--- src/rtl/instr_sequencer_if.sv ---
// Bus bundle between the instruction sequencer and its surroundings:
// run request, instruction fetch handshake, divider handshake and timed strobes.
interface instr_sequencer_if #(
   parameter int PC_W    = 8,
   parameter int INSTR_W = 16
) ();
   logic               start;
   logic               imem_req;
   logic               imem_ack;
   logic [INSTR_W-1:0] imem_data;
   logic [PC_W-1:0]    pc;
   logic [INSTR_W-1:0] ir;
   logic               mem_re;
   logic               mem_we;
   logic               reg_we;
   logic               div_start;
   logic               div_done;
   logic               busy;
   logic               fault;

   // Sequencer side
   modport master (
      input  start, imem_ack, imem_data, div_done,
      output imem_req, pc, ir, mem_re, mem_we, reg_we, div_start, busy, fault
   );

   // Environment side: instruction memory, divider and run control
   modport slave (
      output start, imem_ack, imem_data, div_done,
      input  imem_req, pc, ir, mem_re, mem_we, reg_we, div_start, busy, fault
   );
endinterface

--- src/rtl/instr_sequencer.sv ---
// Multi-cycle sequencer for the 4-bit-opcode RISC core. Fetches, decodes and steps
// each instruction through EXEC/MEM/WB, issuing registered one-cycle strobes and
// handshaking with the multi-cycle divider. Illegal opcodes and divider timeouts
// park the sequencer in FAULT until reset.
module instr_sequencer #(
   parameter int PC_W        = 8,
   parameter int INSTR_W     = 16,
   parameter int DIV_TIMEOUT = 32
) (
   input logic               clk,
   input logic               rst_n,
   instr_sequencer_if.master bus
);

   localparam int CNT_W = $clog2(DIV_TIMEOUT + 1);

   localparam logic [3:0] OP_LDM  = 4'b0000;
   localparam logic [3:0] OP_STM  = 4'b0001;
   localparam logic [3:0] OP_DIV  = 4'b1100;
   localparam logic [3:0] OP_IL0  = 4'b1101;
   localparam logic [3:0] OP_IL1  = 4'b1110;
   localparam logic [3:0] OP_HALT = 4'b1111;

   typedef enum logic [2:0] {
      S_IDLE, S_FETCH, S_DECODE, S_EXEC, S_MEM, S_WB, S_DIV_WAIT, S_FAULT
   } state_e;

   state_e             state_q, state_d;
   logic [PC_W-1:0]    pc_q, pc_d;
   logic [INSTR_W-1:0] ir_q, ir_d;
   logic [CNT_W-1:0]   div_cnt_q, div_cnt_d;
   logic               mem_re_q, mem_re_d;
   logic               mem_we_q, mem_we_d;
   logic               reg_we_q, reg_we_d;
   logic               div_start_q, div_start_d;
   logic [3:0]         opcode;

   assign opcode = ir_q[INSTR_W-1 -: 4];

   // Next-state, datapath-register and strobe decode. Strobes are computed one
   // cycle ahead so that they come straight out of flops in the state they mark.
   always_comb begin
      // NOTE: every signal gets a default first so no path can leave one unassigned and infer a latch.
      state_d     = state_q;
      pc_d        = pc_q;
      ir_d        = ir_q;
      div_cnt_d   = div_cnt_q;
      mem_re_d    = 1'b0;
      mem_we_d    = 1'b0;
      reg_we_d    = 1'b0;
      div_start_d = 1'b0;

      unique case (state_q)
         S_IDLE: begin
            if (bus.start) state_d = S_FETCH;
         end
         S_FETCH: begin
            if (bus.imem_ack) begin
               ir_d    = bus.imem_data;
               pc_d    = pc_q + 1'b1;  // wraps naturally at 2**PC_W
               state_d = S_DECODE;
            end
         end
         S_DECODE: begin
            unique case (opcode)
               OP_LDM: begin
                  state_d  = S_MEM;
                  mem_re_d = 1'b1;
               end
               OP_STM: begin
                  state_d  = S_MEM;
                  mem_we_d = 1'b1;
               end
               OP_DIV: begin
                  state_d     = S_EXEC;
                  div_start_d = 1'b1;
               end
               OP_IL0, OP_IL1: state_d = S_FAULT;
               OP_HALT:        state_d = S_IDLE;
               default:        state_d = S_EXEC;
            endcase
         end
         S_EXEC: begin
            if (opcode == OP_DIV) begin
               state_d   = S_DIV_WAIT;
               div_cnt_d = CNT_W'(1);
            end else begin
               state_d  = S_WB;
               reg_we_d = 1'b1;
            end
         end
         S_MEM: begin
            if (opcode == OP_LDM) begin
               state_d  = S_WB;
               reg_we_d = 1'b1;
            end else begin
               state_d = S_FETCH;
            end
         end
         S_WB: begin
            state_d = S_FETCH;
         end
         S_DIV_WAIT: begin
            // A result arriving on the last allowed cycle still counts.
            if (bus.div_done) begin
               state_d   = S_WB;
               reg_we_d  = 1'b1;
               div_cnt_d = '0;
            end else if (div_cnt_q == CNT_W'(DIV_TIMEOUT)) begin
               state_d   = S_FAULT;
               div_cnt_d = '0;
            end else begin
               div_cnt_d = div_cnt_q + 1'b1;
            end
         end
         S_FAULT: begin
            state_d = S_FAULT;
         end
         default: begin
            state_d = S_FAULT;
         end
      endcase
   end

   // State, program counter, instruction and strobe registers; reset clears all of them.
   always_ff @(posedge clk or negedge rst_n) begin
      if (!rst_n) begin
         state_q     <= S_IDLE;
         pc_q        <= '0;
         ir_q        <= '0;
         div_cnt_q   <= '0;
         mem_re_q    <= 1'b0;
         mem_we_q    <= 1'b0;
         reg_we_q    <= 1'b0;
         div_start_q <= 1'b0;
      end else begin
         // NOTE: non-blocking assignments so every flop samples the pre-edge values of its peers.
         state_q     <= state_d;
         pc_q        <= pc_d;
         ir_q        <= ir_d;
         div_cnt_q   <= div_cnt_d;
         mem_re_q    <= mem_re_d;
         mem_we_q    <= mem_we_d;
         reg_we_q    <= reg_we_d;
         div_start_q <= div_start_d;
      end
   end

   assign bus.imem_req  = (state_q == S_FETCH);
   assign bus.busy      = (state_q != S_IDLE) && (state_q != S_FAULT);
   assign bus.fault     = (state_q == S_FAULT);
   assign bus.pc        = pc_q;
   assign bus.ir        = ir_q;
   assign bus.mem_re    = mem_re_q;
   assign bus.mem_we    = mem_we_q;
   assign bus.reg_we    = reg_we_q;
   assign bus.div_start = div_start_q;

endmodule
--- src/flat_wrapper.sv ---
// flat-port wrapper written by rule: the top's interface ports become plain ports
module instr_sequencer_flat 
#(
   parameter int PC_W        = 8,
   parameter int INSTR_W     = 16,
   parameter int DIV_TIMEOUT = 32
)
  (clk, rst_n, bus_start, bus_imem_ack, bus_imem_data, bus_div_done, bus_imem_req, bus_pc, bus_ir, bus_mem_re, bus_mem_we, bus_reg_we, bus_div_start, bus_busy, bus_fault);
  instr_sequencer_if #(.PC_W(PC_W), .INSTR_W(INSTR_W)) bus_i ();
  input logic clk;
  input logic rst_n;
  input wire logic [$bits(bus_i.start)-1:0] bus_start;
  input wire logic [$bits(bus_i.imem_ack)-1:0] bus_imem_ack;
  input wire logic [$bits(bus_i.imem_data)-1:0] bus_imem_data;
  input wire logic [$bits(bus_i.div_done)-1:0] bus_div_done;
  output wire logic [$bits(bus_i.imem_req)-1:0] bus_imem_req;
  output wire logic [$bits(bus_i.pc)-1:0] bus_pc;
  output wire logic [$bits(bus_i.ir)-1:0] bus_ir;
  output wire logic [$bits(bus_i.mem_re)-1:0] bus_mem_re;
  output wire logic [$bits(bus_i.mem_we)-1:0] bus_mem_we;
  output wire logic [$bits(bus_i.reg_we)-1:0] bus_reg_we;
  output wire logic [$bits(bus_i.div_start)-1:0] bus_div_start;
  output wire logic [$bits(bus_i.busy)-1:0] bus_busy;
  output wire logic [$bits(bus_i.fault)-1:0] bus_fault;
  assign bus_i.start = bus_start;
  assign bus_i.imem_ack = bus_imem_ack;
  assign bus_i.imem_data = bus_imem_data;
  assign bus_i.div_done = bus_div_done;
  assign bus_imem_req = bus_i.imem_req;
  assign bus_pc = bus_i.pc;
  assign bus_ir = bus_i.ir;
  assign bus_mem_re = bus_i.mem_re;
  assign bus_mem_we = bus_i.mem_we;
  assign bus_reg_we = bus_i.reg_we;
  assign bus_div_start = bus_i.div_start;
  assign bus_busy = bus_i.busy;
  assign bus_fault = bus_i.fault;
  instr_sequencer #(.PC_W(PC_W), .INSTR_W(INSTR_W), .DIV_TIMEOUT(DIV_TIMEOUT)) u_core (.clk(clk), .rst_n(rst_n), .bus(bus_i));
endmodule
--- config.mk ---
export PLATFORM = sky130hd
export DESIGN_NAME = instr_sequencer_flat
export DESIGN_NICKNAME = d
export VERILOG_FILES = /design/src/rtl/instr_sequencer_if.sv /design/src/rtl/instr_sequencer.sv /design/src/flat_wrapper.sv
export SDC_FILE = /design/constraint.sdc
export NUM_CORES = 1
export LEC_CHECK = 0
export CAP_MARGIN = 20
export CORE_MARGIN = 8
export CORE_UTILIZATION = 35
export CTS_CLUSTER_DIAMETER = 150
export DETAILED_ROUTE_END_ITERATION = 12
export GPL_ROUTABILITY_DRIVEN = 0
export PLACE_DENSITY_LB_ADDON = 0.12
export SETUP_SLACK_MARGIN = 0.15
export SLEW_MARGIN = 30
export SYNTH_ARGS = -nofsm -noshare
export SYNTH_HDL_FRONTEND = slang
export SYNTH_SLANG_ARGS = --single-unit
--- constraint.sdc ---
create_clock -name clk -period 1.56 [get_ports clk]
set_input_delay 0.156 -clock clk [delete_from_list [all_inputs] [get_ports clk]]
set_output_delay 0.156 -clock clk [all_outputs]
set_load 0.005 [all_outputs]
==> flow_metrics.env <==
export IMPL_ys_flop_type="dfrtp_1"
export IMPL_yosysTopAreaCellShare_pct=52.7
export IMPL_antenna_found_initial=0
export IMPL_setup_viol=0
export IMPL_period_needed_ps=1540
export IMPL_num_vias=1523
export IMPL_synth_seq_cells=37
export IMPL_overflow=0
export IMPL_path_cells="buf_6 -> and4bb_4 -> clkbuf_16 -> mux2_2"
export IMPL_grtUsageTotal_pct=12.1
export IMPL_cts_root_buf="clkbuf_8"
export IMPL_cts_tree="yes"
export IMPL_r2r_slack_ps=20
export IMPL_wl_met1_mm=1.90
export IMPL_ys_types=37
export IMPL_top_level_ports=52
export IMPL_synth_top_cell_by_area="dfrtp_1"
export IMPL_max_slew_worst_pin_slew_ps=466
export IMPL_grt_pass1_wl_mm=7.31
export IMPL_finalHoldViolations=0
export IMPL_ir_worst_vdd_v=0.000902
export IMPL_cellPowerDensity_nw_per_um2=1780
export IMPL_worstSetupEndpointType="register"
export IMPL_top_layer_used="met4"
export IMPL_worstPathArrival_ps=1710
export IMPL_synth_commonest_cells="37 x dfrtp_1, 16 x mux2_2, 14 x o21ai_0"
export IMPL_syn_cell_area_um2=1760
export IMPL_n_antenna_cell=0
export IMPL_required_ps=1730
export IMPL_nFillCells=398
export IMPL_netSwitchingFraction_pct=33.3
export IMPL_cts_inserted_buffers=5
export IMPL_async_flop_share_pct=100
export IMPL_clock_path_buffers=2
export IMPL_drt_iter0_markers=47
export IMPL_maxSlewHeadroom_pct=68.9
export IMPL_wl_met2_mm=2.26
export IMPL_die_w_um=86.9
export IMPL_clockPowerShare_pct=14.3
export IMPL_firstDrtPassIters=4
export IMPL_intPower_w=0.00340
export IMPL_synth_area_leaders="dfrtp_1 53%, mux2_2 10%, o21ai_0 4.0%"
export IMPL_clkSinkCount=37
export IMPL_synth_most_common_cell="dfrtp_1"
export IMPL_grt_pass1_vias=1564
export IMPL_ant_nets=0
export IMPL_syn_area_per_cell_um2=11.7
export IMPL_grt_setup_unrepaired="true"
export IMPL_layout_cells_non_filler=310
export IMPL_synth_net_count=174
export IMPL_fmax_ghz=0.650
export IMPL_synth_edf_count=0
export IMPL_cp_slowest_stage_delay_ps=400
export IMPL_p_seq_share_pct=32.1
export IMPL_dp_worst_setup_slack_ps=-64.3
export IMPL_die_y_um=86.9
export IMPL_setup_tns_final_ps=0
export IMPL_whs_ps=413
export IMPL_combinationalPowerShare_pct=53.6
export IMPL_grt_max_degree=38
export IMPL_setup_ws_ps=21.3
export IMPL_finalWirelength_mm=4.69
export IMPL_path_delay_family="flip-flops"
export IMPL_portBuffers=51
export IMPL_drv_cap=0
export IMPL_insertion_delay_ps=280
export IMPL_hp_class="primary input to register"
export IMPL_ys_seq_area_share_pct=52.7
export IMPL_critPathMaxFanout=9
export IMPL_core_area_um2=4790
export IMPL_path_clk_slew_ps=80
export IMPL_path_buf_inv=2
export IMPL_start_util_pct=36.7
export IMPL_leakage_nw=1.25
export IMPL_skew_ps=7.30
export IMPL_rows=25
export IMPL_final_core_util_pct=60.1
export IMPL_drt_wirelength_per_cell_um=15.1
export IMPL_path_class="register to register"
export IMPL_finalMaxSlewViolations=0
export IMPL_drc_errors=0
export IMPL_post_place_cells=282
export IMPL_cts_max_level=2
export IMPL_place_hpwl_mm=3.17
export IMPL_status="finished, final reports clean"
export IMPL_routed_wl_met3_um=459
export IMPL_period_share_pct=98.6
export IMPL_syn2layout_area_growth_pct=63.5
export IMPL_synth_cells=150
export IMPL_power_switching_w=0.00170
export IMPL_finalNetCount=266
export IMPL_ys_warn_count=0
export IMPL_dieArea_um2=7550
export IMPL_cp_slowest_cell="dfrtp_1"
export IMPL_drive_above_1_share_pct=39.5
export IMPL_start_kind="register"
export IMPL_vias_per_cell=4.91
[power groups by stage]
stage	clock network [W]	logic, W	registers [W]
floorplan	0	0.00102	0.00163
global placement	0	0.00215	0.00164
detailed placement	0	0.00219	0.00165
CTS	0.000748	0.00235	0.00165
global route	0.000804	0.00296	0.00170
finish	0.000729	0.00274	0.00164
[stage by stage]
step	power [W]	instance area [um^2]
global route	0.00546	2870
finish	0.00510	2870
global placement	0.00379	2470
CTS	0.00475	2680
floorplan	0.00265	1760
detailed placement	0.00384	2470
[area by class of cell]
type                    count  area, um^2  area share [%]
flip-flops and latches     37         928            32.3
clock buffers               7        96.3            3.35
well taps                  67        83.8            2.92
inverters                   4        15.0           0.522
clock inverters             1        5.00           0.174
repair buffers             93         860            29.9
multi-input cells         101         886            30.8
[cell families (layout without fill, tap and decap cells)]
kind of cell	count (synthesis)	in the layout	synth area share (%)
buffers and inverters	12	105	4.06
XOR/XNOR	9	9	4.48
AO/OA/AOI/OAI	27	27	10.2
adder cells (fa/ha/maj)	3	3	2.14
flip-flops	37	37	52.7
AND/OR/NAND/NOR	45	45	15.7
multiplexers	17	17	10.8
[worst register-to-register path, delay by kind of cell, from the launching register on]
family / cells / cell delay (ps)
buffers and inverters: 2 / 310
multiplexers: 1 / 330
flip-flops: 1 / 400
AND/OR/NAND/NOR: 1 / 380
[layout by cell type, fill, tap and decap left out, types with 3 or more instances in the layout]
cell type        synthesis  final
and3_1                   4      3
buf_2                    3      4
buf_4                    4     32
buf_6                    1      7
clkbuf_8                 0      7
clkdlybuf4s50_1          0     43
dfrtp_1                 37     35
dlygate4sd2_1            0      4
mux2_2                  16     16
nand2_1                 11     10
nand3_1                  5      3
nor2_1                   5      4
nor4_1                   3      3
o21ai_0                 14      9
o21ai_1                  0      3
xnor2_1                  5      5
xor2_1                   4      3
[worst paths after layout]
| check | start | endpoint | depth (start not counted) |
|---|---|---|---|
| min reg2reg | u_core.bus.pc[7] | u_core.bus.pc[7] | 1 |
| max reg2reg | u_core.state_q[1] | u_core.bus.ir[2] | 4 |
| max in group asynchronous | rst_n | u_core.state_q[2] | 3 |
| min in group asynchronous | rst_n | u_core.bus.div_start | 3 |
| max | u_core.state_q[1] | u_core.bus.ir[2] | 4 |
| min | bus_imem_data[12] | u_core.bus.ir[12] | 3 |
[registers in the layout, summed over array words and instances (netlist names)]
name and count:
u_core.bus.div_start 1, u_core.bus.ir 16, u_core.bus.mem_re 1, u_core.bus.mem_we 1, u_core.bus.pc 8, u_core.bus.reg_we 1
u_core.div_cnt_q 6, u_core.state_q 3
[routing by layer]
layer	track usage [%]	vias up
met1	13.8	733
met2	19.7	52
met5	0	-
met3	5.47	10
met4	4.23	0
li1	-	728
[repair_timing]
item | 4_1_cts | 5_1_grt
gates resized for setup | 32 | 24
hold buffers | 1 | 0
setup endpoints to repair | 35 | 37
pin swaps | 4 | 7
hold endpoints to repair | 37 | 0
setup buffers | 7 | 11
gates cloned | 0 | 1
No activity file was read; power rests on OpenSTA's default activity.
